File: src/rtl/mem_w_encoder_pkg.sv
// Shared store-path definitions: fnc encodings, FSM state, beat record, lane helpers.
// Latency: n/a (types and pure functions only).
// Backpressure: n/a.
package mem_w_encoder_pkg;

  // Store width encodings (same values the load decoder uses for LB/LH/LW).
  localparam logic [2:0] FNC_SB = 3'b000;
  localparam logic [2:0] FNC_SH = 3'b001;
  localparam logic [2:0] FNC_SW = 3'b010;

  typedef enum logic {
    ST_IDLE  = 1'b0,
    ST_SPLIT = 1'b1
  } state_t;

  // One word-aligned write beat toward memory.
  typedef struct packed {
    logic [31:0] addr;
    logic [31:0] wdata;
    logic [3:0]  we;
  } beat_t;

  // Byte-enable pattern of a store before it is shifted into its lanes.
  function automatic logic [3:0] base_mask(input logic [2:0] fnc);
    logic [3:0] m;
    case (fnc)
      FNC_SB:  m = 4'b0001;
      FNC_SH:  m = 4'b0011;
      FNC_SW:  m = 4'b1111;
      default: m = 4'b0000;
    endcase
    return m;
  endfunction

  // Clears rs2 bits above the store width so lanes without an enable carry 0.
  function automatic logic [31:0] size_data(input logic [2:0] fnc, input logic [31:0] data);
    logic [31:0] d;
    case (fnc)
      FNC_SB:  d = {24'h0, data[7:0]};
      FNC_SH:  d = {16'h0, data[15:0]};
      FNC_SW:  d = data;
      default: d = 32'h0;
    endcase
    return d;
  endfunction

endpackage

File: src/rtl/mem_w_encoder_align.sv
// Combinational lane aligner: fnc/offset/data -> 8-lane byte mask and 64-bit shifted data.
// Latency: 0 cycles (pure combinational).
// Backpressure: none; caller qualifies the result with its own handshake.
import mem_w_encoder_pkg::*;

module store_lane_align (
  input  logic [2:0]  fnc,
  input  logic [1:0]  off,
  input  logic [31:0] data,
  output logic [7:0]  mask8,
  output logic [63:0] data64,
  output logic        fnc_ok
);

  // Shift the sized store into a two-word window; the upper half is the spill-over word.
  always_comb begin
    fnc_ok = (base_mask(fnc) != 4'b0000);
    mask8  = {4'b0000, base_mask(fnc)} << off;
    data64 = {32'h0, size_data(fnc, data)} << {off, 3'b000};
  end

endmodule

File: src/rtl/mem_w_encoder.sv
// Store encoder: SB/SH/SW -> word-aligned write beats with byte enables; MEM_W_SPLIT_EN splits crossing stores.
// Latency: 1 cycle from request accept to mem_valid; one store per cycle while mem_ready is high.
// Backpressure: output beat held while mem_valid & ~mem_ready; req_ready low in SPLIT or when stalled.
import mem_w_encoder_pkg::*;

module mem_w_encoder (
  input  logic        clk,
  input  logic        rst,
  input  logic        req_valid,
  output logic        req_ready,
  input  logic [2:0]  req_fnc,
  input  logic [31:0] req_addr,
  input  logic [31:0] req_data,
  output logic        mem_valid,
  input  logic        mem_ready,
  output logic [31:0] mem_addr,
  output logic [31:0] mem_wdata,
  output logic [3:0]  mem_we,
  output logic        busy,
  output logic        misalign_err
);

  state_t      state;
  state_t      state_nxt;
  logic [7:0]  mask8;
  logic [63:0] data64;
  logic        fnc_ok;
  logic        accept;
  logic        crossing;
  beat_t       beat0;
  beat_t       beat1;
  beat_t       out_q;

  store_lane_align u_align (
    .fnc    (req_fnc),
    .off    (req_addr[1:0]),
    .data   (req_data),
    .mask8  (mask8),
    .data64 (data64),
    .fnc_ok (fnc_ok)
  );

  // Request decode: handshake, word-crossing detect and both candidate beats.
  always_comb begin
    accept      = req_valid & req_ready;
    crossing    = fnc_ok & (mask8[7:4] != 4'b0000);
    beat0.addr  = {req_addr[31:2], 2'b00};
    beat0.wdata = data64[31:0];
    beat0.we    = mask8[3:0];
    // Adding 4 to the top word wraps to address 0 by 32-bit overflow.
    beat1.addr  = {req_addr[31:2], 2'b00} + 32'd4;
    beat1.wdata = data64[63:32];
    beat1.we    = mask8[7:4];
  end

  // State register.
  always_ff @(posedge clk) begin
    if (rst) begin
      state <= ST_IDLE;
    end else begin
      state <= state_nxt;
    end
  end

  // Next state: only a crossing store in the split build leaves IDLE.
  always_comb begin
    state_nxt = state;
    case (state)
      ST_IDLE: begin
`ifdef MEM_W_SPLIT_EN
        if (accept && crossing) begin
          state_nxt = ST_SPLIT;
        end
`endif
      end
      ST_SPLIT: begin
        if (mem_ready) begin
          state_nxt = ST_IDLE;
        end
      end
      default: state_nxt = ST_IDLE;
    endcase
  end

  // FSM outputs: request side ready only when idle and the output slot frees this cycle.
  always_comb begin
    req_ready = (state == ST_IDLE) & (~mem_valid | mem_ready);
    busy      = (state != ST_IDLE) | mem_valid;
  end

`ifdef MEM_W_SPLIT_EN
  beat_t pend_q;

  // Output beat register plus the pending second beat of a split store.
  always_ff @(posedge clk) begin
    if (rst) begin
      mem_valid    <= 1'b0;
      out_q        <= '0;
      pend_q       <= '0;
      misalign_err <= 1'b0;
    end else begin
      misalign_err <= 1'b0;
      if (state == ST_SPLIT) begin
        if (mem_ready) begin
          out_q <= pend_q;
        end
      end else if (accept) begin
        if (fnc_ok) begin
          out_q     <= beat0;
          mem_valid <= 1'b1;
          if (crossing) begin
            pend_q <= beat1;
          end
        end else begin
          mem_valid <= 1'b0;
        end
      end else if (mem_ready) begin
        mem_valid <= 1'b0;
      end
    end
  end
`else
  logic unused_hi;
  assign unused_hi = ^{beat1.addr, beat1.wdata};

  // Output beat register; crossing stores are dropped and flagged for one cycle.
  always_ff @(posedge clk) begin
    if (rst) begin
      mem_valid    <= 1'b0;
      out_q        <= '0;
      misalign_err <= 1'b0;
    end else begin
      misalign_err <= 1'b0;
      if (accept) begin
        if (fnc_ok && !crossing) begin
          out_q     <= beat0;
          mem_valid <= 1'b1;
        end else begin
          mem_valid    <= 1'b0;
          misalign_err <= crossing;
        end
      end else if (mem_ready) begin
        mem_valid <= 1'b0;
      end
    end
  end
`endif

  assign mem_addr  = out_q.addr;
  assign mem_wdata = out_q.wdata;
  assign mem_we    = out_q.we;

endmodule

File: config.mk
export PLATFORM = sky130hd
export DESIGN_NAME = mem_w_encoder
export DESIGN_NICKNAME = d
export VERILOG_FILES = /design/src/rtl/mem_w_encoder_pkg.sv /design/src/rtl/mem_w_encoder_align.sv /design/src/rtl/mem_w_encoder.sv
export SDC_FILE = /design/constraint.sdc
export NUM_CORES = 1
export LEC_CHECK = 0
export CAP_MARGIN = 40
export CELL_PAD_IN_SITES_DETAIL_PLACEMENT = 1
export CELL_PAD_IN_SITES_GLOBAL_PLACEMENT = 2
export CORE_MARGIN = 2
export CORE_UTILIZATION = 24
export CTS_BUF_LIST = sky130_fd_sc_hd__clkbuf_4
export DETAILED_ROUTE_END_ITERATION = 8
export PLACE_DENSITY = 0.83
export SYNTH_ARGS = -nofsm -noshare
export SYNTH_HDL_FRONTEND = slang
export SYNTH_SLANG_ARGS = --single-unit
File: constraint.sdc
create_clock -name clk -period 1.8 [get_ports clk]
set_input_delay 0.36 -clock clk [delete_from_list [all_inputs] [get_ports clk]]
set_output_delay 0.36 -clock clk [all_outputs]
set_load 0.01 [all_outputs]
==> impl_results.md <==
* Status: completed
* CTS tree: yes
* First-pass GRT wire length at 18.41 mm
* Layout cells sized above 1 at approximately 15%
* Largest area contributor in the netlist: dfxtp_1
* Commonest cells post-synth: 69 x dfxtp_1, 44 x a21oi_1, 33 x o21ai_0, 30 x nand3_1, 23 x clkbuf_1
* Clk sinks at a little under 70
* Share of the synthesized area in the top cell type at between 40% and 50%
* ANT nets after route at 0
* Starting density of the core at about a quarter
* Setup tns final at 0 ns
* DR vias at roughly 3,400
* Overall Global Routing Usage at between 15 and 20%
* DRC Markers at 0
* Ant. Diodes at 0
* Crit Path Max Fanout at 21
* Synth Register Bits at 69
* Register area share after synthesis at 42.63%
* Area Growth Syn to Fin at 57.18%
* Initial antenna violation count at 0
* Port Buf Inserts at 140
* Initial DRT Pass Iterations at 5
* Fin crit share at between 90% and 100%
* Syn Inst Count at 354
* Core area at approximately 13,000 µm²
* Final setup fails at 0
* Iter 0 DRT Violations at around 130
* Syn_area_per_cell at between 9 and 10 µm²
* Post-Route WL at 11.80 mm
* Via density at ~5
* CP Class: in2reg
* Fin. max-slew vios at 0
* Pre-CTS WS at -0.3861 ns
* Max cap viols at 0
* CTS H-tree depth at 3
* Clock Skew at around 0.013 ns
* CTS Buffer Depth at 2
* Nets at between 500 and 600
* Yosys cell types at 43
* Number of global-route vias before repair at 3,438
* Cell Pwr Density at approximately 630 nW/µm²
* Worst VDD drop at 0.0002616 V
* Syn. warnings at 0
* Post-synth EDFFs at 0
* RSZ-0062 raised after global routing: no
* Fin. Hold Viols at 0
* WP data required at ~2.1 ns
* Post-synthesis cell area at around 3200 µm²
* Clk_lat worst skew at about 0.44 ns
* Rows at 42
* Die width at approximately 120 µm
* Root buffer cell: clkbuf_4
* DIE AREA at 14,450 µm²
* Min Clock Period, post-route at about 1.7 ns
* Pin count of the biggest net entering global routing at 31
* Clock slew at reported path FFs at 0.11 ns
* Hold crit path type: in2reg
* Worst Path Arrival at 2.08 ns
* Routability cong. at between 0.8 and 0.9
* Endpoint class of the critical path: register
* Final HPWL DP at between 9 and 10 mm
* F_max at 0.5734 GHz
* Grt ovf at 0
* Lkg Pwr at between 1.5 and 2 nW
* Largest cells by area after synthesis: dfxtp_1 43%, a21oi_1 6.8%, o21ai_0 5.1%, nand3_1 4.6%, a22oi_1 3.5%
* Die H at 120.2 µm
* Async S/R FF share, synth at 0%
* Main flop type after synthesis: dfxtp_1
* Count leader, synth: dfxtp_1
* Setup ws final at between 0.05 and 0.06 ns
* Inserted Clock Buffers at 9
* # IOs at 143
* WL per Instance at 17.30 µm
* CP startpoint kind: input port
layer usage:
layer  track usage (%)  up-vias  part of all wire (%)
met2             26.14       85                    47
met1             20.54     1638                    45
li1                  -     1621                     -
met4             7.132        0                   1.9
met3             4.953       17                   6.1
met5                 0        -                     0
layout by cell type (no fill, tap or decap), types with 3 or more instances in the layout:
cell type,synthesis,layout
clkdlybuf4s50_1,0,132
dfxtp_1,69,67
a21oi_1,44,44
buf_4,6,35
o21ai_0,33,33
nand3_1,30,30
a22oi_1,15,15
nand2_1,11,11
clkbuf_4,0,10
nor2b_1,10,9
a21o_1,9,9
mux2i_1,9,9
o22ai_1,9,9
a22o_1,8,8
o211a_1,8,8
nor4b_1,8,8
a31o_2,8,8
nor2_1,5,5
dlymetal6s2s_1,0,5
a311oi_2,4,4
a211oi_1,3,3
a311oi_1,3,3
what timing repair did:
action	in CTS	in global routing
cloned	0	0
setup endpoints to repair	2	19
setup buffers	0	0
pin swaps	0	0
resized for setup	5	9
hold buffers	0	0
hold endpoints to repair	0	0
report_power, final:
part	leakage [nW]	switching, W	internal [W]
Clock	0.0570	0.000532	0.000271
Combinational	1.35	0.000365	0.000406
Sequential	0.562	0.0000314	0.00158
area by class of cell:
type                       instances  area (µm²)
fill                            1508        8097
clock inverter                     4       17.52
timing repair buffer             177        1705
tap                              176       220.2
clock buffer                      10       75.07
multi-input combinational        244        1684
sequential                        69        1384
inverter                           2       7.507
sequential cells by signal, summed over array words and instances (netlist names):
register	count
mem_valid	1
mem_addr	30
mem_wdata	32
misalign_err	1
mem_we	4
state	1
per-stage QoR:
stage | total power [W] | hold WS [ns] | utilization [%] | cell area (µm²) | cells
2_1_floorplan | 0.001987 | 0.4361 | - | 3244 | 355
3_3_place_gp | 0.002406 | 0.4420 | 37.74 | 4979 | 668
3_5_place_dp | 0.002423 | 0.4524 | 37.74 | 4979 | 668
4_1_cts | 0.003237 | 0.3225 | 38.47 | 5074 | 682
5_1_grt | 0.003367 | 0.3483 | 38.62 | 5094 | 682
6_report | 0.003189 | 0.3580 | 38.62 | 5094 | 682
critical path, stage by stage:
cell,delay [ns]
clkdlybuf4s50_1,0.62
buf_4,0.31
nor2b_1,0.09
a22oi_1,0.33
o22ai_1,0.14
o211a_1,0.22
cells by family after synthesis:
group	after synthesis	synth area share (%)
buffers and inverters	42	6.370
AO/OA/AOI/OAI	152	32.12
XOR/XNOR	1	0.2703
multiplexers	9	2.780
flip-flops	69	42.63
AND/OR/NAND/NOR	80	15.71
other	1	0.1157
worst paths after layout:
| kind | start | endpoint | slack (ns) | depth (start not counted) |
|---|---|---|---|---|
| setup / recovery | req_addr[0] | mem_wdata[31]$_SDFFE_PP0P_ | 0.06 | 6 |
| hold / removal | rst | mem_wdata[22]$_SDFFE_PP0P_ | 0.36 | 3 |
| setup reg to reg | mem_valid$_SDFFE_PP0P_ | mem_wdata[30]$_SDFFE_PP0P_ | 0.20 | 6 |
| hold reg to reg | mem_we[0]$_SDFFE_PP0P_ | mem_we[0]$_SDFFE_PP0P_ | 0.47 | 1 |
Power figures use the tool's default switching activity.
